**src/rtl/debounce_pkg.sv**
```systemverilog
// Shared definitions for the button debouncer control stage: FSM encoding,
// default widths and a small state-decode helper.
package debounce_pkg;

    localparam int unsigned DEF_CNT_W           = 6;
    localparam int unsigned DEF_DEBOUNCE_CYCLES = 50;
    localparam int unsigned DEF_SYNC_STAGES     = 2;

    localparam logic ST_IDLE  = 1'b0;
    localparam logic ST_COUNT = 1'b1;

    typedef enum logic {
        FSM_IDLE  = ST_IDLE,
        FSM_COUNT = ST_COUNT
    } fsm_e;

    // True while the external time counter should be running.
    function automatic logic is_counting(fsm_e s);
        return (s == FSM_COUNT);
    endfunction

endpackage : debounce_pkg

```
**src/rtl/debounce_ctrl_if.sv**
```systemverilog
// Signal bundle between the debouncer control stage (slave side) and its
// environment: raw button, counter stage value and the control/clean outputs.
// Optional edge pulses exist only when DEBOUNCE_EDGE_PULSE_EN is defined.
interface debounce_ctrl_if #(
    parameter int unsigned CNT_W = debounce_pkg::DEF_CNT_W
);
    logic              btn_raw;
    logic [CNT_W-1:0]  time_counter;
    logic              state;
    logic              sig_change;
    logic              count_finished;
    logic              btn_clean;
`ifdef DEBOUNCE_EDGE_PULSE_EN
    logic              btn_rise;
    logic              btn_fall;
`endif

    // Control stage view.
    modport slave (
        input  btn_raw,
        input  time_counter,
        output state,
        output sig_change,
        output count_finished,
`ifdef DEBOUNCE_EDGE_PULSE_EN
        output btn_rise,
        output btn_fall,
`endif
        output btn_clean
    );

    // Environment / counter stage view.
    modport master (
        output btn_raw,
        output time_counter,
        input  state,
        input  sig_change,
        input  count_finished,
`ifdef DEBOUNCE_EDGE_PULSE_EN
        input  btn_rise,
        input  btn_fall,
`endif
        input  btn_clean
    );

endinterface : debounce_ctrl_if

```
**src/rtl/debounce_ctrl_sync_ff.sv**
```systemverilog
// Multi-flop synchroniser for the asynchronous button input; resets the whole
// chain to the released button level.
module sync_ff #(
    parameter int unsigned STAGES      = 2,
    parameter logic        RESET_LEVEL = 1'b0
) (
    input  logic clk,
    input  logic reset,
    input  logic din,
    output logic dout
);

    logic [STAGES-1:0] sync_q;
    logic [STAGES-1:0] sync_d;

    // Shift the raw sample one flop deeper each cycle.
    always_comb begin
        sync_d = {sync_q[STAGES-2:0], din};
    end

    // Synchroniser chain, synchronous reset to the idle level.
    always_ff @(posedge clk) begin
        if (reset) begin
            sync_q <= {STAGES{RESET_LEVEL}};
        end else begin
            sync_q <= sync_d;
        end
    end

    assign dout = sync_q[STAGES-1];

endmodule : sync_ff

```
**src/rtl/debounce_ctrl.sv**
```systemverilog
// Debouncer control stage: synchronises the button, flags level changes,
// runs the IDLE/COUNT FSM that gates the external time counter and commits
// the clean level once the input has been stable for DEBOUNCE_CYCLES cycles.
// Optional feature macro: DEBOUNCE_EDGE_PULSE_EN (registered rise/fall pulses).
module debounce_ctrl
    import debounce_pkg::*;
#(
    parameter int unsigned CNT_W           = DEF_CNT_W,
    parameter int unsigned DEBOUNCE_CYCLES = DEF_DEBOUNCE_CYCLES,
    parameter int unsigned SYNC_STAGES     = DEF_SYNC_STAGES,
    parameter logic        RESET_LEVEL     = 1'b0
) (
    input  logic            clk,
    input  logic            reset,
    debounce_ctrl_if.slave  bus
);

    // The counter must be able to reach DEBOUNCE_CYCLES-1 without wrapping.
    if (DEBOUNCE_CYCLES < 1 || DEBOUNCE_CYCLES > ((1 << CNT_W) - 1)) begin : g_bad_cycles
        $error("debounce_ctrl: DEBOUNCE_CYCLES out of range for CNT_W");
    end
    if (SYNC_STAGES < 2) begin : g_bad_sync
        $error("debounce_ctrl: SYNC_STAGES must be at least 2");
    end

    localparam logic [CNT_W-1:0] THRESH = CNT_W'(DEBOUNCE_CYCLES - 1);

    logic btn_sync;
    logic btn_prev_q,  btn_prev_d;
    logic btn_clean_q, btn_clean_d;
    fsm_e fsm_q,       fsm_d;
    logic sig_change_c;
    logic count_finished_c;
    logic counting_c;
`ifdef DEBOUNCE_EDGE_PULSE_EN
    logic btn_rise_q, btn_rise_d;
    logic btn_fall_q, btn_fall_d;
`endif

    sync_ff #(
        .STAGES      (SYNC_STAGES),
        .RESET_LEVEL (RESET_LEVEL)
    ) u_sync (
        .clk   (clk),
        .reset (reset),
        .din   (bus.btn_raw),
        .dout  (btn_sync)
    );

    // Change detect and window-complete decode; a change wins over the threshold.
    always_comb begin
        counting_c       = is_counting(fsm_q);
        sig_change_c     = (btn_sync != btn_prev_q);
        count_finished_c = counting_c && !sig_change_c && (bus.time_counter >= THRESH);
    end

    // Next-state logic for the FSM, clean level and optional edge pulses.
    always_comb begin
        btn_prev_d  = btn_sync;
        fsm_d       = fsm_q;
        btn_clean_d = btn_clean_q;
        unique case (fsm_q)
            FSM_IDLE: begin
                if (btn_sync != btn_clean_q) begin
                    fsm_d = FSM_COUNT;
                end
            end
            FSM_COUNT: begin
                if (btn_sync == btn_clean_q) begin
                    fsm_d = FSM_IDLE;
                end else if (count_finished_c) begin
                    fsm_d       = FSM_IDLE;
                    btn_clean_d = btn_sync;
                end
            end
            default: begin
                fsm_d = FSM_IDLE;
            end
        endcase
`ifdef DEBOUNCE_EDGE_PULSE_EN
        btn_rise_d = btn_clean_d && !btn_clean_q;
        btn_fall_d = !btn_clean_d && btn_clean_q;
`endif
    end

    // State registers; reset overrides everything.
    always_ff @(posedge clk) begin
        if (reset) begin
            btn_prev_q  <= RESET_LEVEL;
            btn_clean_q <= RESET_LEVEL;
            fsm_q       <= FSM_IDLE;
`ifdef DEBOUNCE_EDGE_PULSE_EN
            btn_rise_q  <= 1'b0;
            btn_fall_q  <= 1'b0;
`endif
        end else begin
            btn_prev_q  <= btn_prev_d;
            btn_clean_q <= btn_clean_d;
            fsm_q       <= fsm_d;
`ifdef DEBOUNCE_EDGE_PULSE_EN
            btn_rise_q  <= btn_rise_d;
            btn_fall_q  <= btn_fall_d;
`endif
        end
    end

    assign bus.state          = counting_c;
    assign bus.sig_change     = sig_change_c;
    assign bus.count_finished = count_finished_c;
    assign bus.btn_clean      = btn_clean_q;
`ifdef DEBOUNCE_EDGE_PULSE_EN
    assign bus.btn_rise       = btn_rise_q;
    assign bus.btn_fall       = btn_fall_q;
`endif

endmodule : debounce_ctrl
```
**src/flat_wrapper.sv**
```systemverilog
// flat-port wrapper written by rule: the top's interface ports become plain ports
module debounce_ctrl_flat import debounce_pkg::*;
#(
    parameter int unsigned CNT_W           = DEF_CNT_W,
    parameter int unsigned DEBOUNCE_CYCLES = DEF_DEBOUNCE_CYCLES,
    parameter int unsigned SYNC_STAGES     = DEF_SYNC_STAGES,
    parameter logic        RESET_LEVEL     = 1'b0
)
  (clk, reset, bus_btn_raw, bus_time_counter, bus_state, bus_sig_change, bus_count_finished, bus_btn_clean);
  debounce_ctrl_if #(.CNT_W(CNT_W)) bus_i ();
  input  logic clk;
  input  logic reset;
  input wire logic [$bits(bus_i.btn_raw)-1:0] bus_btn_raw;
  input wire logic [$bits(bus_i.time_counter)-1:0] bus_time_counter;
  output wire logic [$bits(bus_i.state)-1:0] bus_state;
  output wire logic [$bits(bus_i.sig_change)-1:0] bus_sig_change;
  output wire logic [$bits(bus_i.count_finished)-1:0] bus_count_finished;
  output wire logic [$bits(bus_i.btn_clean)-1:0] bus_btn_clean;
  assign bus_i.btn_raw = bus_btn_raw;
  assign bus_i.time_counter = bus_time_counter;
  assign bus_state = bus_i.state;
  assign bus_sig_change = bus_i.sig_change;
  assign bus_count_finished = bus_i.count_finished;
  assign bus_btn_clean = bus_i.btn_clean;
  debounce_ctrl #(.CNT_W(CNT_W), .DEBOUNCE_CYCLES(DEBOUNCE_CYCLES), .SYNC_STAGES(SYNC_STAGES), .RESET_LEVEL(RESET_LEVEL)) u_core (.clk(clk), .reset(reset), .bus(bus_i));
endmodule
```
**config.mk**
```make
export PLATFORM = sky130hd
export DESIGN_NAME = debounce_ctrl_flat
export DESIGN_NICKNAME = d
export VERILOG_FILES = /design/src/rtl/debounce_pkg.sv /design/src/rtl/debounce_ctrl_if.sv /design/src/rtl/debounce_ctrl_sync_ff.sv /design/src/rtl/debounce_ctrl.sv /design/src/flat_wrapper.sv
export SDC_FILE = /design/constraint.sdc
export NUM_CORES = 1
export LEC_CHECK = 0
export CELL_PAD_IN_SITES_DETAIL_PLACEMENT = 1
export CELL_PAD_IN_SITES_GLOBAL_PLACEMENT = 1
export CORE_AREA = 2 2 39 41
export CTS_CLUSTER_DIAMETER = 50
export DETAILED_ROUTE_END_ITERATION = 6
export DIE_AREA = 0 0 41 43
export HOLD_SLACK_MARGIN = 0.05
export PLACE_DENSITY_LB_ADDON = 0.1
export SLEW_MARGIN = 20
export SYNTH_ARGS = -nofsm -noshare
export SYNTH_HDL_FRONTEND = slang
export SYNTH_SLANG_ARGS = --single-unit
```
**constraint.sdc**
```tcl
create_clock -name clk -period 3 [get_ports clk]
set_clock_uncertainty 0.15 [all_clocks]
set_input_delay 0.3 -clock clk [delete_from_list [all_inputs] [get_ports clk]]
set_output_delay 0.3 -clock clk [all_outputs]
set_load 0.02 [all_outputs]
```
==> run metrics, run 1 <==
power density cells=443 nW/um2; Top Ports=13; setup TNS=0 ns; largest cells by area after synthesis=dfxtp_1, nor4_4, o311ai_0, mux2_4, nor2b_1; first-pass GRT wire length=855 um; Hold WS=0.303 ns; final worst-path cycle share=74.1%; Static Leak=0.000137 uW; Req. time, crit path=2.55 ns; Num CTS Buffers=3; MaxCap Viol Count=0; drt initial violations=2; Switching Power=35.9 uW; Worst setup EP type=output pin; min Tclk post-route=2.22 ns; Final Hold Viols=0; antenna violations before repair=0; Die Footprint=1760 um2; Total GRT Usage=8.43%; Synth Area per Inst=10.7 um2; vias in the first global route=207; Post-DRT Antenna Nets=0; Final Setup Violations=0; Post-Syn Instances=20; Slew HR=75.1%; layout cells sized above 1=16.7%; sequential share of the synthesized area=46.8%; PostCTS Resize Cnt=0; largest net degree at the start of global routing=6; Gate power share=12.9%; unrepaired setup endpoints after global routing=no; Max Root-Sink Buffers=2; CP Launch Type=input port; Synth area leader=dfxtp_1; Initial DRT Pass Iterations=2; Post-Synthesis Cell Area=214 um2; Seq pwr share=41.5%; fill count=168; worst vdd ir=157 uV; post-layout power=169 uW; top cell type's share of synthesized area=46.8%; gpl congestion=0.684; Max H-tree Level=1; number of vias per cell=4.00; CTS root buffer=clkbuf_4; Clock Sinks=5; Sw Ratio=21.3%; yosys warns=0; CTS hold repair buffers=0; Internal Power=133 uW; Worst-Margin Slew=0.369 ns; drt drc=0; FMAX=0.450 GHz; wire length per cell=10.0 um; post-CTS setup buffers=0; critical path type=in2out; Worst-path clk slew=0.04 ns; Core Area=1380 um2; Overflow after GRT=0; Max FO, Critical Path=3; Clock Latency Late Sink=0.24 ns; area grow syn2layout=77.8%; Port Buf Inserts=12; # rows=14; commonest non-fill, non-tap cell in the layout=clkdlybuf4s50_1; CTS tree=yes; routed wire length=521 um; max-slew violations=0; die height=43 um; syn nets=29; chip width=41 um; unique cell type count in the Yosys netlist=11; Initial Util=15.5%; routed via count=208; Layout Nets=46; CP arrival=1.77 ns; post-DP HPWL=443 um; n_diodes=0; status=complete, no violations; hold crit path type=reg2reg; clock power share=45.7%; synthesized flop and latch total=5; most frequent cells in the layout=clkdlybuf4s50_1, dfxtp_1, inv_1, clkbuf_4
[cells in the mapped netlist (all sizes together)]
| cell type | n |
|---|---|
| o311ai | 2 |
| inv | 3 |
| nand3 | 1 |
| mux2 | 1 |
| a21oi | 1 |
| nor2b | 2 |
| nor2 | 2 |
| xor2 | 1 |
| nor4 | 1 |
| nor3 | 1 |
| dfxtp | 5 |
[per-stage QoR]
step / instance area [um2] / std cells / worst slack [ns] / util, %
2_1_floorplan: 214 / 20 / 1.43 / -
3_3_place_gp: 354 / 48 / 0.763 / 25.6
3_5_place_dp: 354 / 48 / 0.769 / 25.6
4_1_cts: 380 / 52 / 0.755 / 27.5
5_1_grt: 380 / 52 / 0.698 / 27.5
6_report: 380 / 52 / 0.776 / 27.5
[power by group through the flow]
stage	registers [uW]	clock network (uW)	logic (uW)
floorplan	71.3	0	5.30
global placement	70.9	0	21.5
detailed placement	71.0	0	22.0
CTS	69.9	81.3	22.1
global route	70.0	89.9	23.4
finish	69.9	77.0	21.7
[logic make-up after synthesis]
kind of cell / count (synthesis) / synth area share [%]
buf+inv: 3 / 5.26
xor+xnor: 1 / 4.09
mux: 1 / 7.02
simple gates: 7 / 26.3
flops: 5 / 46.8
compound gates: 3 / 10.5
[sequential cells by signal (all words and copies together) (netlist names)]
register,count
u_core.btn_prev_q,1
u_core.bus.btn_clean,1
u_core.bus.state,1
u_core.u_sync.sync_q,2
[worst paths after layout]
kind	to	depth (start not counted)	start	slack [ns]
max	bus_count_finished	4	bus_time_counter[2]	0.78
max reg2reg	u_core.bus.btn_clean	3	u_core.u_sync.sync_q[1]	1.67
min reg2reg	u_core.u_sync.sync_q[1]	1	u_core.u_sync.sync_q[0]	0.30
min	u_core.u_sync.sync_q[1]	1	u_core.u_sync.sync_q[0]	0.30
[routing by layer]
layer	track usage [%]	routed length [um]
met5	0	0
met1	7.69	179
met2	10.0	266
met4	6.00	8
met3	9.95	68
[cell type report]
class / instances / area (um2) / share of cell area [%]
Multi-Input combinational cell: 12 / 103 / 27.0
Timing Repair Buffer: 12 / 120 / 31.6
Clock buffer: 4 / 26.3 / 6.91
Sequential cell: 5 / 100 / 26.3
Inverter: 3 / 11.3 / 2.96
Tap cell: 16 / 20.0 / 5.26
[critical path, stage by stage]
cell and delay, ns:
clkdlybuf4s50_1 0.51, nor4_4 0.07, nor3_2 0.25, clkdlybuf4s50_1 0.65
(Power assumes the default switching activity.)
==> run 2: changes to the inputs <==
clock period = 2 ns   (was 3 ns; I/O delays follow)
==> run 2 against run 1 <==
Effect of this change:
- combinational power increased by 49%
- utilization rose by 0.45 points
- design area grew 1.6%
- largest cell class unchanged
- largest power group unchanged
==> run metrics, run 2 (same netlist as run 1, synthesis figures left out) <==
status=complete, no violations; power density cells=648 nW/um2; drt drc=0; Sw Ratio=20.5%; Max H-tree Level=1; number of vias per cell=3.94; Static Leak=0.000146 uW; wire length per cell=10.0 um; fill count=159; commonest non-fill, non-tap cell in the layout=clkdlybuf4s50_1; Worst-path clk slew=0.04 ns; Req. time, crit path=1.65 ns; area of the multi-input gates=103 um2; placed insts=49; register name with the most flops=u_core.u_sync.sync_q; Worst setup EP type=output pin; Num CTS Buffers=3; Worst-Margin Slew=0.327 ns; Clock Sinks=5; Layout Nets=47; critical path type=reg2out; Max FO, Critical Path=3; CTS tree=yes; Max Root-Sink Buffers=2; CP Launch Type=register; n_diodes=0; Overflow after GRT=0; unrepaired setup endpoints after global routing=no; worst vdd ir=233 uV; Final Setup Violations=0; max FFs per register=2; Seq pwr share=41.8%; Core Area=1380 um2; max-slew violations=0; FMAX=0.552 GHz; chip width=41 um; CTS root buffer=clkbuf_4; Top Ports=13; MaxCap Viol Count=0; antenna violations before repair=0; final worst-path cycle share=90.6%; routed wire length=532 um; Gate power share=12.9%; CTS hold repair buffers=0; drt initial violations=2; Port Buf Inserts=12; min Tclk post-route=1.81 ns; non-filler cells, final=53; hold crit path type=reg2reg; Post-DRT Antenna Nets=0; # rows=14; Clock Latency Late Sink=0.24 ns; routed via count=209; CP arrival=1.46 ns; Switching Power=51.5 uW; Hold WS=0.288 ns; Seq. cell area=100 um2; die height=43 um; first-pass GRT wire length=931 um; Die Footprint=1760 um2; layout cells sized above 1=18.9%; Initial DRT Pass Iterations=2; gpl congestion=0.660; setup ws final=0.187 ns; dpl ws=-0.0561 ns; clock power share=45.3%; largest net degree at the start of global routing=6; vias in the first global route=232; Total GRT Usage=9.05%; most frequent cells in the layout=clkdlybuf4s50_1, dfxtp_1, inv_1, clkbuf_4; Initial Util=15.5%; Final Hold Viols=0; Slew HR=77.9%; area grow syn2layout=80.7%; Internal Power=199 uW
[run 2: cell count changes in the layout (fill, tap and decap cells not counted), sizes merged]
cell           delta
dlygate4sd2       +1
clkdlybuf4s50     -1
buf               +1
[run 2: per-stage QoR]
stage,util (%),setup TNS (ns),total power (uW),area [um2]
after CTS,27.9,0,259,387
after detailed placement,26.1,-0.0561,139,362
after global placement,26.1,-0.0366,139,362
after global routing,27.9,0,275,387
after floorplan,-,0,115,214
final,27.9,0,251,387
[run 2: per-layer routing]
layer	routed length, um	GRT usage, %	part of all wire, %
met3	48	6.81	9.0
met5	0	0	0
met4	6	10.0	1.1
met1	204	7.10	38
met2	273	12.5	51
[run 2: cell type report]
| type | count | area share, % |
|---|---|---|
| well taps | 16 | 5.18 |
| inverters | 3 | 2.91 |
| flip-flops and latches | 5 | 25.9 |
| multi-input cells | 12 | 26.5 |
| clock buffers | 4 | 6.80 |
| repair buffers | 13 | 32.7 |
[run 2: power groups by stage]
stage	Clock, uW	Sequential, uW	Combinational (uW)
final	113	105	32.3
after global routing	135	105	35.0
after CTS	122	105	32.9
after detailed placement	0	107	32.9
after global placement	0	106	32.5
after floorplan	0	107	7.95
[run 2: final timing paths]
path                                                 to  cells after the start                    start  slack [ns]
worst max-delay path                     bus_sig_change                      2        u_core.btn_prev_q        0.19
worst min-delay path            u_core.u_sync.sync_q[1]                      1  u_core.u_sync.sync_q[0]        0.29
worst max register to register     u_core.bus.btn_clean                      3  u_core.u_sync.sync_q[1]        0.68
worst min register to register  u_core.u_sync.sync_q[1]                      1  u_core.u_sync.sync_q[0]        0.29
[run 2: critical path, cell delays in order (launching register included)]
cell             delay (ns)
dfxtp_1                0.36
xor2_1                 0.23
clkdlybuf4s50_1        0.64
[run 2: timing repair]
| item | 4_1_cts | 5_1_grt |
|---|---|---|
| buffers inserted | 0 | 0 |
| gates resized for setup | 1 | 0 |
| setup endpoints to repair | 1 | 0 |
